==> config.mk <==
export PLATFORM = sky130hd
export DESIGN_NAME = ps2_quad_mouse_flat
export DESIGN_NICKNAME = d
export VERILOG_FILES = /design/src/rtl/ps2_quad_mouse_if.sv /design/src/rtl/ps2_quad_mouse.sv /design/src/flat_wrapper.sv
export SDC_FILE = /design/constraint.sdc
export NUM_CORES = 1
export LEC_CHECK = 0
export ABC_CLOCK_PERIOD_IN_PS = 5550
export CAP_MARGIN = 30
export CORE_MARGIN = 2
export CORE_UTILIZATION = 50
export CTS_CLUSTER_DIAMETER = 120
export DETAILED_ROUTE_END_ITERATION = 10
export PLACE_DENSITY_LB_ADDON = 0.1
export SLEW_MARGIN = 15
export SYNTH_ARGS = -nofsm -noshare
export SYNTH_HDL_FRONTEND = slang
export SYNTH_SLANG_ARGS = --single-unit
==> constraint.sdc <==
create_clock -name clk_sys -period 5.55 [get_ports clk_sys]
set_clock_uncertainty 0.15 [all_clocks]
set_input_delay 0.8325 -clock clk_sys [delete_from_list [all_inputs] [get_ports clk_sys]]
set_output_delay 0.8325 -clock clk_sys [all_outputs]
set_load 0.05 [all_outputs]
==> src/rtl/ps2_quad_mouse_if.sv <==
// ----------------------------------------------------------------------------
// ps2_quad_mouse_if
// Bundles the data-side signals of the PS/2-to-retro-mouse converter so the
// host glue (hps_io side plus machine port read mux) and the converter share
// one port.
//
//   ps2_mouse  [24:0] packet word from hps_io (toggle strobe in bit 24)
//   quad_mode         0 = AMX handshake replay, 1 = free-running quadrature
//   scale      [1:0]  delta left-shift 0..3
//   sel               host read strobe, falling edge acknowledges (AMX mode)
//   dout       [6:0]  {M,L,R} buttons, Y pair, X pair
//   busy              either accumulator still holds motion
//
// master: drives the host-side inputs and observes dout/busy.
// slave : the converter itself.
// ----------------------------------------------------------------------------
interface ps2_quad_mouse_if;
    logic [24:0] ps2_mouse;
    logic        quad_mode;
    logic [1:0]  scale;
    logic        sel;
    logic [6:0]  dout;
    logic        busy;

    modport master (
        output ps2_mouse,
        output quad_mode,
        output scale,
        output sel,
        input  dout,
        input  busy
    );

    modport slave (
        input  ps2_mouse,
        input  quad_mode,
        input  scale,
        input  sel,
        output dout,
        output busy
    );
endinterface

==> src/rtl/ps2_quad_mouse.sv <==
// ----------------------------------------------------------------------------
// ps2_quad_mouse
// Converts MiSTer ps2_mouse packets into retro mouse port signals.  Each axis
// accumulates the signed packet deltas (scaled, saturated, overflowed axes
// dropped) and replays the motion one STEP at a time, either as AMX-style
// direction pairs acknowledged by the host read strobe, or as free-running
// Gray-code quadrature phases.
//
// Parameters
//   ACC_W     accumulator width per axis, signed (>= 10)
//   STEP      accumulator units consumed per emitted step
//   RATE_DIV  clk_sys cycles between quadrature steps (>= 2)
//   BTN_LOW   1 = button bits on dout are active-low
//
// Ports
//   clk_sys   system clock
//   reset     asynchronous, active-high reset
//   bus       ps2_quad_mouse_if.slave (ps2_mouse, quad_mode, scale, sel in;
//             dout, busy out)
// ----------------------------------------------------------------------------
module ps2_quad_mouse #(
    parameter int ACC_W    = 12,
    parameter int STEP     = 4,
    parameter int RATE_DIV = 64,
    parameter bit BTN_LOW  = 1'b0
) (
    input  logic              clk_sys,
    input  logic              reset,
    ps2_quad_mouse_if.slave   bus
);

    // Sum width: a 9-bit delta shifted by up to 3 plus an ACC_W accumulator
    // never overflows ACC_W+4 bits, so saturation can be decided exactly.
    localparam int SW    = ACC_W + 4;
    localparam int DIV_W = $clog2(RATE_DIV);

    localparam logic [DIV_W-1:0] DIV_LAST = DIV_W'(RATE_DIV - 1);

    localparam logic signed [SW-1:0] POS_LIM = {{(SW-ACC_W+1){1'b0}}, {(ACC_W-1){1'b1}}};
    localparam logic signed [SW-1:0] NEG_LIM = -POS_LIM;

    // Symmetric clamp: the most-negative code is never produced.
    localparam logic signed [ACC_W-1:0] POS_LIM_A = {1'b0, {(ACC_W-1){1'b1}}};
    localparam logic signed [ACC_W-1:0] NEG_LIM_A = {1'b1, {(ACC_W-2){1'b0}}, 1'b1};

    localparam logic signed [ACC_W-1:0] STEP_A  = ACC_W'(STEP);
    localparam logic signed [ACC_W-1:0] NSTEP_A = -STEP_A;

    // ------------------------------------------------------------------
    // Shared control: edge detectors, quadrature divider, buttons, busy
    // ------------------------------------------------------------------
    logic             strobe_reg;
    logic             sel_reg;
    logic             mode_reg;
    logic [DIV_W-1:0] div_reg;
    logic [DIV_W-1:0] div_next;
    logic [2:0]       btn_reg;
    logic             busy_reg;

    logic             packet;
    logic             sel_fall;
    logic             mode_edge;
    logic             tick;

    logic [3:0]       pair_bus;
    logic [1:0]       nz_next;

    // Bit 3 of the packet word carries no information for this converter.
    logic             unused_ps2_bit3;
    assign unused_ps2_bit3 = bus.ps2_mouse[3];

    assign packet    = bus.ps2_mouse[24] ^ strobe_reg;
    assign sel_fall  = sel_reg & ~bus.sel;
    assign mode_edge = bus.quad_mode ^ mode_reg;
    assign tick      = bus.quad_mode & ~mode_edge & (div_reg == DIV_LAST);

    // Divider only runs in quadrature mode and restarts on every mode switch,
    // so the first tick always lands RATE_DIV cycles after entering the mode.
    always_comb begin
        div_next = div_reg;
        if (mode_edge || !bus.quad_mode) begin
            div_next = '0;
        end else if (div_reg == DIV_LAST) begin
            div_next = '0;
        end else begin
            div_next = div_reg + 1'b1;
        end
    end

    always_ff @(posedge clk_sys or posedge reset) begin
        if (reset) begin
            strobe_reg <= 1'b0;
            sel_reg    <= 1'b0;
            mode_reg   <= 1'b0;
            div_reg    <= '0;
            btn_reg    <= {3{BTN_LOW}};
            busy_reg   <= 1'b0;
        end else begin
            strobe_reg <= bus.ps2_mouse[24];
            sel_reg    <= bus.sel;
            mode_reg   <= bus.quad_mode;
            div_reg    <= div_next;
            // Port order is {M,L,R}; packet order is {M,R,L}.
            btn_reg    <= {bus.ps2_mouse[2], bus.ps2_mouse[0], bus.ps2_mouse[1]} ^ {3{BTN_LOW}};
            busy_reg   <= |nz_next;
        end
    end

    assign bus.dout = {btn_reg, pair_bus};
    assign bus.busy = busy_reg;

    // ------------------------------------------------------------------
    // Per-axis datapath: gi = 0 is X (packet bits 15:8), gi = 1 is Y (23:16)
    // ------------------------------------------------------------------
    for (genvar gi = 0; gi < 2; gi++) begin : g_axis
        // AMX direction code for a positive accumulator: X right = 01,
        // Y up = 10.  The negative code is the complement.
        localparam logic [1:0] AMX_POS = (gi == 0) ? 2'b01 : 2'b10;
        localparam logic [1:0] AMX_NEG = ~AMX_POS;

        logic signed [ACC_W-1:0] acc_reg;
        logic signed [ACC_W-1:0] acc_next;
        logic [1:0]              pair_reg;
        logic [1:0]              pair_next;

        logic [7:0]              mag;
        logic                    sgn;
        logic                    ovf;
        logic signed [SW-1:0]    delta_w;
        logic signed [SW-1:0]    acc_w;
        logic signed [SW-1:0]    sum_w;
        logic signed [ACC_W-1:0] sat_v;
        logic signed [ACC_W-1:0] step_v;
        logic                    nz;
        logic                    pos;

        assign mag = bus.ps2_mouse[8 + 8*gi +: 8];
        assign sgn = bus.ps2_mouse[4 + gi];
        assign ovf = bus.ps2_mouse[6 + gi];
        assign nz  = (acc_reg != '0);
        assign pos = ~acc_reg[ACC_W-1];

        // Decode, scale and saturate the incoming delta; also precompute
        // the accumulator after one step toward zero.
        always_comb begin
            delta_w = '0;
            if (!ovf) begin
                delta_w = {{(SW-9){sgn}}, sgn, mag} <<< bus.scale;
            end
            acc_w = {{(SW-ACC_W){acc_reg[ACC_W-1]}}, acc_reg};
            sum_w = acc_w + delta_w;

            if (sum_w > POS_LIM) begin
                sat_v = POS_LIM_A;
            end else if (sum_w < NEG_LIM) begin
                sat_v = NEG_LIM_A;
            end else begin
                sat_v = sum_w[ACC_W-1:0];
            end

            // A remainder smaller than one step is dropped rather than
            // overshooting past zero.
            if (acc_reg > STEP_A) begin
                step_v = acc_reg - STEP_A;
            end else if (acc_reg < NSTEP_A) begin
                step_v = acc_reg + STEP_A;
            end else begin
                step_v = '0;
            end
        end

        always_comb begin
            acc_next  = acc_reg;
            pair_next = pair_reg;
            if (mode_edge) begin
                acc_next  = '0;
                pair_next = 2'b00;
            end else begin
                if (packet) begin
                    acc_next = sat_v;
                end
                if (!bus.quad_mode) begin
                    // The acknowledge beats a pending step; the step is
                    // retried once the pair reads 00.
                    if (sel_fall) begin
                        pair_next = 2'b00;
                    end else if (!packet && pair_reg == 2'b00 && nz) begin
                        acc_next  = step_v;
                        pair_next = pos ? AMX_POS : AMX_NEG;
                    end
                end else if (tick && !packet && nz) begin
                    acc_next  = step_v;
                    // Forward Gray walk 00->01->11->10, reverse otherwise.
                    pair_next = pos ? {pair_reg[0], ~pair_reg[1]}
                                    : {~pair_reg[0], pair_reg[1]};
                end
            end
        end

        always_ff @(posedge clk_sys or posedge reset) begin
            if (reset) begin
                acc_reg  <= '0;
                pair_reg <= 2'b00;
            end else begin
                acc_reg  <= acc_next;
                pair_reg <= pair_next;
            end
        end

        assign pair_bus[2*gi +: 2] = pair_reg;
        assign nz_next[gi]         = (acc_next != '0);
    end

endmodule
==> src/flat_wrapper.sv <==
// flat-port wrapper written by rule: the top's interface ports become plain ports
module ps2_quad_mouse_flat 
#(
    parameter int ACC_W    = 12,
    parameter int STEP     = 4,
    parameter int RATE_DIV = 64,
    parameter bit BTN_LOW  = 1'b0
)
  (clk_sys, reset, bus_ps2_mouse, bus_quad_mode, bus_scale, bus_sel, bus_dout, bus_busy);
  ps2_quad_mouse_if bus_i ();
  input  logic clk_sys;
  input  logic reset;
  input wire logic [$bits(bus_i.ps2_mouse)-1:0] bus_ps2_mouse;
  input wire logic [$bits(bus_i.quad_mode)-1:0] bus_quad_mode;
  input wire logic [$bits(bus_i.scale)-1:0] bus_scale;
  input wire logic [$bits(bus_i.sel)-1:0] bus_sel;
  output wire logic [$bits(bus_i.dout)-1:0] bus_dout;
  output wire logic [$bits(bus_i.busy)-1:0] bus_busy;
  assign bus_i.ps2_mouse = bus_ps2_mouse;
  assign bus_i.quad_mode = bus_quad_mode;
  assign bus_i.scale = bus_scale;
  assign bus_i.sel = bus_sel;
  assign bus_dout = bus_i.dout;
  assign bus_busy = bus_i.busy;
  ps2_quad_mouse #(.ACC_W(ACC_W), .STEP(STEP), .RATE_DIV(RATE_DIV), .BTN_LOW(BTN_LOW)) u_core (.clk_sys(clk_sys), .reset(reset), .bus(bus_i));
endmodule
==> results of run 1 <==
final timing paths:
path	start	end	slack, ns	depth (start not counted)
worst min-delay path	u_core.div_reg[0]	u_core.div_reg[0]	0.31	1
max in group asynchronous	reset	u_core.div_reg[0]	4.03	3
min in group asynchronous	reset	u_core.g_axis[1].acc_reg[10]	0.84	3
worst max-delay path	bus_scale[0]	u_core.bus.busy	0.28	16
worst min register to register	u_core.div_reg[0]	u_core.div_reg[0]	0.31	1
worst max register to register	u_core.g_axis[1].acc_reg[0]	u_core.bus.busy	1.35	14
metal layers:
metal / GRT usage (%) / up-vias
met3: 3.22 / 32
met2: 41.5 / 255
li1: - / 2620
met1: 35.8 / 2564
met5: 0 / -
met4: 7.52 / 0
layout make-up:
class / count / share of cell area [%]
Timing Repair Buffer: 51 / 8.67
Inverter: 24 / 1.56
Clock buffer: 6 / 1.26
Clock inverter: 2 / 0.173
Tap cell: 136 / 2.95
Sequential cell: 41 / 17.8
Multi-Input combinational cell: 576 / 67.6
critical path: stages:
cell and delay, ns:
clkdlybuf4s50_1 0.51, buf_12 0.20, mux4_2 0.51, nor2b_1 0.14, ha_1 0.34, o211ai_1 0.14, a21oi_1 0.23, o2111ai_1 0.23
a22oi_1 0.39, nand2_1 0.27, a21boi_0 0.26, o22ai_1 0.16, nor4_1 0.27, nand4_1 0.13, nor4_1 0.42, nand4b_1 0.20
placed cells by master, fill, tap and decap left out, drive strengths merged, types with 4 or more instances in the layout:
cell type | synthesis | final
a31oi | 8 | 8
or3 | 6 | 6
buf | 5 | 14
o21ai | 40 | 40
o2111ai | 7 | 7
and3 | 11 | 11
or4 | 4 | 4
a21o | 14 | 14
xor2 | 15 | 15
o31a | 5 | 5
o31ai | 6 | 6
or2 | 4 | 4
a22oi | 5 | 5
nor3 | 19 | 19
inv | 24 | 24
clkdlybuf4s50 | 0 | 37
and2 | 8 | 8
nand3 | 22 | 22
nor2b | 16 | 16
o221ai | 6 | 6
nand2b | 16 | 16
mux2i | 7 | 7
a21oi | 54 | 54
o211ai | 10 | 10
nor4 | 14 | 14
ha | 34 | 34
nand4 | 9 | 9
mux4 | 6 | 6
clkbuf | 29 | 6
o22ai | 6 | 6
o21a | 6 | 6
a221oi | 4 | 4
dfrtp | 41 | 41
nor2 | 65 | 65
a211oi | 31 | 31
xnor2 | 12 | 12
nand2 | 58 | 58
metrics by stage:
step	hold WS (ns)	util [%]	std cells	power [mW]	setup WS, ns
6_report	0.311	56.9	836	1.98	0.284
5_1_grt	0.346	56.9	836	2.15	0.00288
4_1_cts	0.317	56.9	836	1.96	0.404
3_5_place_dp	0.307	56.1	828	1.76	0.107
3_3_place_gp	0.302	56.1	828	1.73	0.175
2_1_floorplan	0.283	-	675	1.43	0.887
power groups by stage:
stage / clock (mW) / sequential (mW) / combinational [mW]
final: 0.194 / 0.535 / 1.25
after global routing: 0.208 / 0.549 / 1.39
after CTS: 0.198 / 0.527 / 1.23
after detailed placement: 0 / 0.533 / 1.22
after global placement: 0 / 0.530 / 1.20
after floorplan: 0 / 0.456 / 0.978
kinds of logic (layout without fill, tap and decap cells):
group	count (synthesis)	after routing	share of synthesized area (%)
AND/OR/NAND/NOR	264	264	26.0
AO/OA/AOI/OAI	236	236	32.1
buffers and inverters	58	83	4.26
flip-flops	41	41	20.0
adder cells (fa/ha/maj)	36	36	9.06
XOR/XNOR	27	27	4.60
multiplexers	13	13	3.99
==> summary.md, run 1 <==
| Metric | Value |
|---|---|
| Vias | `approximately 5,500` |
| P&R area growth vs syn | `12.3%` |
| H-tree depth | `2` |
| Metal-1 WL | `6.60 mm` |
| CP Launch Type | `primary input` |
| EDFF count, synth | `0` |
| Logic pwr share | `a little over three fifths` |
| DIE AREA | `11,100 µm²` |
| RSZ-0062 raised after global routing | `no` |
| DR WL met3 | `1.08 mm` |
| Max FFs per register | `24` |
| Layout net count | `roughly 770` |
| Int Pwr | `0.959 mW` |
| Worst setup EP type | `flip-flop` |
| Sw frac | `approximately 52%` |
| Largest net degree at the start of global routing | `42` |
| CP Max Fanout | `31` |
| Async SR Flop Fraction | `100%` |
| DRC errors left | `0` |
| Hold-fix buffers at CTS | `0` |
| Gpl congestion | `roughly 0.89` |
| Setup Buffers After CTS | `0` |
| Synth top cells by count | `nor2_1, nand2_1, a21oi_1, dfrtp_1, o21ai_0` |
| Clock period minus worst slack | `~5.3 ns` |
| Final-report setup violation count | `0` |
| Slew headroom | `between 30% and 40%` |
| Post-synth top area cell | `dfrtp_1` |
| Final TNS setup | `0 ns` |
| Synth Flop Type | `dfrtp_1` |
| Final Cycle Share | `between 90 and 100%` |
| Placed cell area | `around 5700 µm²` |
| Final wirelength | `14.4 mm` |
| Cts bufs inserted | `5` |
| Clock network fraction of design power | `9.8%` |
| Critical path arrival | `5.25 ns` |
| CTS tree | `done` |
| Root Buffer | `clkbuf_8` |
| Area of the multi-input gates | `3900 µm²` |
| Pwr per Cell Area | `around 340 nW/µm²` |
| Net switching power of the design | `approximately 1.0 mW` |
| Fmax | `approximately 0.19 GHz` |
| Synth unique cells | `76` |
| Hpwl dp | `roughly 11 mm` |
| Syn Nets | `between 700 and 800` |
| Rows | `37` |
| DRT Pass-1 Iters | `5` |
| Static Leak | `between 2 and 2.5 nW` |
| Clock Latency Late Sink | `0.30 ns` |
| Antenna cells | `0` |
| Setup CP Type | `in -> reg` |
| Syn Area/Cell | `around 7.6 µm²` |
| Port Buffer Count | `37` |
| CTS sink count | `between 40 and 50` |
| I/O pin cnt | `39` |
| Total track usage | `between 20 and 30%` |
| First-pass GRT wire length | `roughly 24 mm` |
| Post-synth top area share | `approximately 20%` |
| Starting Density | `50.7%` |
| Most common cell in the synthesized netlist | `nor2_1` |
| Final Instance Area | `5770 µm²` |
| Yosys reg bits | `41` |
| Die width | `105 µm` |
| Slew Viols, Final | `0` |
| Mapped cell area | `approximately 5100 µm²` |
| Gates resized, CTS repair | `0` |
| Number of global-route vias before repair | `between 4,000 and 5,000` |
| Worst Path Required | `around 5.5 ns` |
| Sequential cell area fraction in the yosys report | `about 20%` |
| CTS max path bufs | `2` |
| Status | `complete, no violations` |
| Final Hold Fails | `0` |
| CTS clk-pin slew, worst paths | `0.07 ns` |
| Initial DRC Count | `between 500 and 600` |
| Synth Instances | `~680` |
| Overflow after GRT | `0` |
| Die Span Y | `105 µm` |
| VDD IR-drop max | `approximately 120 µV` |
| Hold Path Class | `reg -> reg` |
| Max cap viols | `0` |
| Layout fillers | `around 940` |
| Core area | `between 10,000 and 15,000 µm²` |
| Seq pwr share | `27.0%` |
| Least-Margin Pin Slew | `0.905 ns` |
| Post-route ant nets | `0` |
| Ranking of synthesized cells by area | `dfrtp_1, ha_1, a21oi_1` |
| FF+latch area | `~1000 µm²` |
| Initial antenna violation count | `0` |
| WL met2 | `6.44 mm` |
| Vias per Instance | `between 6 and 7` |
| Layout cells sized above 1 | `6.29%` |
| Synth warn | `0` |
| DR top layer | `met4` |
| WL/cell | `about 17 µm` |
No activity file was read; power rests on OpenSTA's default activity.
==> run 2, diff against run 1 <==
--- a/config.mk
+++ b/config.mk
@@ -12,6 +12,7 @@
 export CTS_CLUSTER_DIAMETER = 120
 export DETAILED_ROUTE_END_ITERATION = 10
 export PLACE_DENSITY_LB_ADDON = 0.1
+export RECOVER_POWER = 25
 export SLEW_MARGIN = 15
 export SYNTH_ARGS = -nofsm -noshare
 export SYNTH_HDL_FRONTEND = slang
==> run 2 against run 1 <==
Net effect:
- the run now ends with capacitance limit, slew limit left
- sequential share of layout area hardly changed
- flip-flop and latch count stayed put
- fmax is 0.12% higher
- die area stayed put
- critical path depth stayed put
- clock power hardly changed
- routed wire length is 0.35% lower
- non-clock buffer count stayed put
- cell count stayed put
- largest cell class unchanged
- largest power group unchanged
==> summary.md, run 2 (synthesized netlist as in run 1, its figures left out) <==
| Metric | Value |
|---|---|
| Most frequent cells in the layout | `nor2_1, nand2_1, a21oi_1, dfrtp_1, o21ai_0` |
| Final Hold Fails | `0` |
| Gates resized, CTS repair | `0` |
| Metal-1 WL | `roughly 6.6 mm` |
| First-pass GRT wire length | `~24 mm` |
| Status | `finished, violations left` |
| Gpl congestion | `0.889` |
| I/O pin cnt | `39` |
| Initial antenna violation count | `0` |
| FF+latch area | `slightly above 1000 µm²` |
| Root Buffer | `clkbuf_8` |
| Hold-fix buffers at CTS | `0` |
| Final-report setup violation count | `0` |
| Total track usage | `25.6%` |
| Finished Layout Cells | `around 840` |
| H-tree depth | `2` |
| Max FFs per register | `24` |
| Clock period minus worst slack | `approximately 5.3 ns` |
| Final wirelength | `between 10 and 15 mm` |
| Pwr per Cell Area | `roughly 340 nW/µm²` |
| WL met2 | `around 6.5 mm` |
| Overflow after GRT | `0` |
| CTS tree | `done` |
| Critical-path top delay cell | `clkdlybuf4s50_1` |
| CTS max path bufs | `2` |
| DRC errors left | `0` |
| Least-Margin Pin Slew | `~2.3 ns` |
| CP Max Fanout | `31` |
| Final TNS setup | `0 ns` |
| WP buf/inv | `2` |
| WL/cell | `around 17 µm` |
| Die width | `105 µm` |
| Rows | `37` |
| Number of global-route vias before repair | `around 5,000` |
| DIE AREA | `11,100 µm²` |
| Worst setup EP type | `flip-flop` |
| Final Cycle Share | `approximately 95%` |
| Largest net degree at the start of global routing | `between 40 and 50` |
| Static Leak | `2.30 nW` |
| DR WL met3 | `between 1 and 1.5 mm` |
| Starting Density | `between 50 and 60%` |
| Antenna cells | `0` |
| CTS sink count | `between 40 and 50` |
| Post-route ant nets | `0` |
| DR top layer | `met4` |
| Die Span Y | `~110 µm` |
| Layout fillers | `941` |
| Layout cells sized above 1 | `6.14%` |
| P&R area growth vs syn | `12.2%` |
| Hold_ws | `about 0.31 ns` |
| CP cell instances | `clkdlybuf4s50_1 > buf_12 > mux4_2 > nor2b_1 > ha_1 > o211ai_1 > a21oi_1 > o2111ai_1 > a22oi_1 > nand2_1 > a21boi_0 > o22ai_1 > nor4_1 > nand4_1 > nor4_1 > nand4b_1` |
| # placed instances | `828` |
| Setup CP Type | `in -> reg` |
| Vias | `5,433` |
| Post-layout util | `approximately 57%` |
| Worst Path Required | `around 5.5 ns` |
| Slew Viols, Final | `42` |
| Fmax | `0.190 GHz` |
| Setup slack after placement | `between 0.1 and 0.15 ns` |
| Setup ws final | `a little under 0.3 ns` |
| Cts bufs inserted | `5` |
| Critical path arrival | `5.24 ns` |
| CP Launch Type | `primary input` |
| Area of the multi-input gates | `between 3000 and 4000 µm²` |
| DRT Pass-1 Iters | `7` |
| Port Buffer Count | `37` |
| Failing checks | `capacitance limit, slew limit` |
| Setup Buffers After CTS | `0` |
| Max cap viols | `1` |
| Vias per Instance | `6.50` |
| Hold Path Class | `reg -> reg` |
| CP delay by family, top | `simple AND/OR/NAND/NOR gates` |
| RSZ-0062 raised after global routing | `no` |
| Slowest stage delay, CP | `0.51 ns` |
| CTS clk-pin slew, worst paths | `about 0.07 ns` |
| CP most frequent cell | `nor4_1` |
| VDD IR-drop max | `roughly 130 µV` |
| Commonest non-fill, non-tap cell in the layout | `nor2_1` |
| Hpwl dp | `~11 mm` |
| Core area | `between 10,000 and 15,000 µm²` |
| Initial DRC Count | `slightly above 500` |
| Clock Latency Late Sink | `approximately 0.3 ns` |
| Layout net count | `766` |
| Slew headroom | `-51.1%` |
## run 2: cell count changes in the layout (fill, tap and decap cells not counted), sizes merged
cell           change
buf                -1
clkdlybuf4s50      -7
dlygate4sd3        +7
clkbuf             +1
## run 2: layout make-up
type                            instances  area share [%]
Sequential cell                        41            17.8
Inverter                               24            1.56
Tap cell                              136            2.95
Clock buffer                            6            1.26
Multi-Input combinational cell        576            67.7
Clock inverter                          2           0.174
Timing Repair Buffer                   51            8.61
## run 2: worst paths after layout
check	start	endpoint	slack [ns]	depth (start not counted)
worst max-delay path	bus_scale[0]	u_core.bus.busy	0.29	16
worst min-delay path	u_core.div_reg[0]	u_core.div_reg[0]	0.31	1
worst max register to register	u_core.g_axis[1].acc_reg[0]	u_core.bus.busy	1.36	14
worst min register to register	u_core.div_reg[0]	u_core.div_reg[0]	0.31	1
max in group asynchronous	reset	u_core.div_reg[0]	2.28	3
min in group asynchronous	reset	u_core.g_axis[1].acc_reg[10]	1.67	3
## run 2: report_power, final
| group | internal [mW] | switching [mW] |
|---|---|---|
| combinational | 0.512 | 0.735 |
| sequential | 0.358 | 0.177 |
| clock | 0.0874 | 0.107 |
## run 2: per-layer routing
metal,GRT usage (%),vias to the layer above
li1,-,2623
met1,35.8,2534
met2,41.5,250
met3,3.22,26
met4,7.52,0
met5,0,-
## run 2: stage by stage
step                      power, mW  area [µm²]
final                          1.98        5770
after global routing           2.15        5770
after CTS                      1.96        5770
after detailed placement       1.76        5690
after global placement         1.73        5690
after floorplan                1.43        5140
==> run 3, diff against run 2 <==
--- a/config.mk
+++ b/config.mk
@@ -9,6 +9,7 @@
 export CAP_MARGIN = 30
 export CORE_MARGIN = 2
 export CORE_UTILIZATION = 50
+export CTS_BUF_LIST = sky130_fd_sc_hd__clkbuf_16
 export CTS_CLUSTER_DIAMETER = 120
 export DETAILED_ROUTE_END_ITERATION = 10
 export PLACE_DENSITY_LB_ADDON = 0.1
==> run 3 against run 2 <==
Net effect:
- first-iteration DRC count shrank 4.1%
- core utilization rose by 0.59 points
- sequential power about the same
- largest cell class unchanged
- the flow still finishes with violations (capacitance limit, slew limit)
- via count increased by 0.20%
- highest routed layer unchanged
- global-route usage rose by 0.12 points
- fmax decreased by 1.1%
==> summary.md, run 3 (synthesized netlist as in run 1, its figures left out) <==
| Metric | Value |
|---|---|
| CTS tree | `done` |
| Slowest stage delay, CP | `0.51 ns` |
| Setup crit start | `bus_scale[0]` |
| Critical-path top delay cell | `clkdlybuf4s50_1` |
| First-pass GRT wire length | `around 24 mm` |
| CP most frequent cell | `nor4_1` |
| Vias per Instance | `6.51` |
| I/O pin cnt | `39` |
| RR Startpoint | `u_core.g_axis[1].acc_reg[0]` |
| Slew Viols, Final | `42` |
| DRC errors left | `0` |
| Antenna cells | `0` |
| Die width | `105 µm` |
| Overflow after GRT | `0` |
| Final Cycle Share | `between 90 and 100%` |
| Commonest non-fill, non-tap cell in the layout | `nor2_1` |
| Hpwl dp | `between 10 and 15 mm` |
| Total power | `2.07 mW` |
| Pwr per Cell Area | `about 350 nW/µm²` |
| Clock period minus worst slack | `approximately 5.3 ns` |
| Worst hold start | `u_core.div_reg[0]` |
| Worst setup EP type | `flip-flop` |
| Hold Path Class | `reg -> reg` |
| Least-Margin Pin Slew | `about 2.3 ns` |
| P&R area growth vs syn | `13.4%` |
| Max FFs per register | `24` |
| WL/cell | `between 15 and 20 µm` |
| CP cell instances | `clkdlybuf4s50_1 > buf_12 > mux4_2 > nor2b_1 > ha_1 > o211ai_1 > a21oi_1 > o2111ai_1 > a22oi_1 > nand2_1 > a21boi_0 > o22ai_1 > nor4_1 > nand4_1 > nor4_1 > nand4b_1` |
| CTS sink count | `41` |
| CP Max Fanout | `31` |
| Slew headroom | `-52.2%` |
| Rows | `37` |
| Gpl congestion | `0.889` |
| Die Span Y | `105 µm` |
| CTS clk-pin slew, worst paths | `0.06 ns` |
| Core area | `between 10,000 and 15,000 µm²` |
| Final TNS setup | `0 ns` |
| H-tree depth | `2` |
| Final Hold Fails | `0` |
| Total track usage | `about a quarter` |
| DR top layer | `met4` |
| Failing checks | `capacitance limit, slew limit` |
| Number of global-route vias before repair | `approximately 5,000` |
| Layout net count | `around 770` |
| Largest net degree at the start of global routing | `42` |
| Most frequent cells in the layout | `nor2_1, nand2_1, a21oi_1, dfrtp_1, o21ai_0` |
| Initial antenna violation count | `0` |
| DR WL met3 | `roughly 950 µm` |
| Static Leak | `~2.3 nW` |
| Initial DRC Count | `between 400 and 500` |
| Worst Path Required | `~5.5 ns` |
| Fmax | `around 0.19 GHz` |
| CP delay by family, top | `compound AO/OA/AOI/OAI gates` |
| Post-layout util | `57.5%` |
| DRT Pass-1 Iters | `6` |
| Status | `finished, violations left` |
| Critical path arrival | `5.28 ns` |
| Root Buffer | `clkbuf_16` |
| DIE AREA | `~11,000 µm²` |
| CTS max path bufs | `2` |
| Hold-fix buffers at CTS | `0` |
| Post-route ant nets | `0` |
| Clock Latency Late Sink | `0.28 ns` |
| Setup CP Type | `in -> reg` |
| CP Launch Type | `primary input` |
| Layout cells sized above 1 | `6.29%` |
| Final wirelength | `~14 mm` |
| Starting Density | `between 50% and 60%` |
| Metal-1 WL | `about 6.7 mm` |
| Final-report setup violation count | `0` |
| RSZ-0062 raised after global routing | `no` |
| Port Buffer Count | `37` |
| WL met2 | `6.47 mm` |
| Max cap viols | `1` |
| Vias | `about 5,400` |
| WP buf/inv | `2` |
| VDD IR-drop max | `approximately 170 µV` |
| Cts bufs inserted | `5` |
==> run 3: cell count changes in the layout (fill, tap and decap cells not counted) <==
cell       delta
a21oi_2       +1
clkbuf_16     +5
clkbuf_1      -1
clkbuf_8      -5
a21oi_1       -1
inv_1         +1
==> run 3: final cells by class <==
class / count / area (µm²)
Clock inverter: 3 / 13.8
Inverter: 24 / 90.1
Tap cell: 136 / 170
Fill cell: 930 / 4310
Multi-Input combinational cell: 576 / 3910
Sequential cell: 41 / 1030
Clock buffer: 5 / 125
Timing Repair Buffer: 51 / 497
==> run 3: repair_timing <==
item                                    4_1_cts  5_1_grt
gates resized for setup                       0        1
setup buffers                                 0        0
endpoints found under the setup margin        0        1
==> run 3: path summary, 6_finish.rpt <==
path / slack, ns / depth (start not counted) / to
max: 0.23 / 16 / u_core.bus.busy
min: 0.31 / 1 / u_core.div_reg[0]
max reg2reg: 1.32 / 14 / u_core.bus.busy
min reg2reg: 0.31 / 1 / u_core.div_reg[0]
max in group asynchronous: 2.25 / 3 / u_core.g_axis[0].acc_reg[11]
min in group asynchronous: 1.70 / 3 / u_core.g_axis[1].acc_reg[10]
==> run 3: routing by layer <==
metal  vias to the layer above  track usage (%)
li1                       2622                -
met3                        27             3.03
met2                       260             41.8
met1                      2535             35.8
met5                         -                0
met4                         0             7.90
==> run 3: worst reg2reg max path, cell delays in order, from the launching register on <==
cell and delay (ns):
dfrtp_1 0.44, ha_1 0.21, inv_1 0.06, fa_1 0.39
nand2b_1 0.20, a21oi_1 0.23, o2111ai_1 0.26, a22oi_1 0.40
nand2_1 0.27, a21boi_0 0.26, o22ai_1 0.16, nor4_1 0.27
nand4_1 0.13, nor4_1 0.42, nand4b_1 0.21
==> run 3: report_power, final <==
part           internal (mW)  switching [mW]
Combinational          0.513           0.737
Clock                  0.163           0.115
Sequential             0.358           0.178
Total                   1.03            1.03
==> run 3: stage by stage <==
stage	setup slack [ns]	area [µm²]	cells	hold WS, ns
final	0.233	5830	836	0.308
after global placement	0.175	5690	828	0.302
after detailed placement	0.107	5690	828	0.307
after CTS	0.387	5830	836	0.314
after floorplan	0.887	5140	675	0.283
after global routing	0.00452	5830	836	0.343
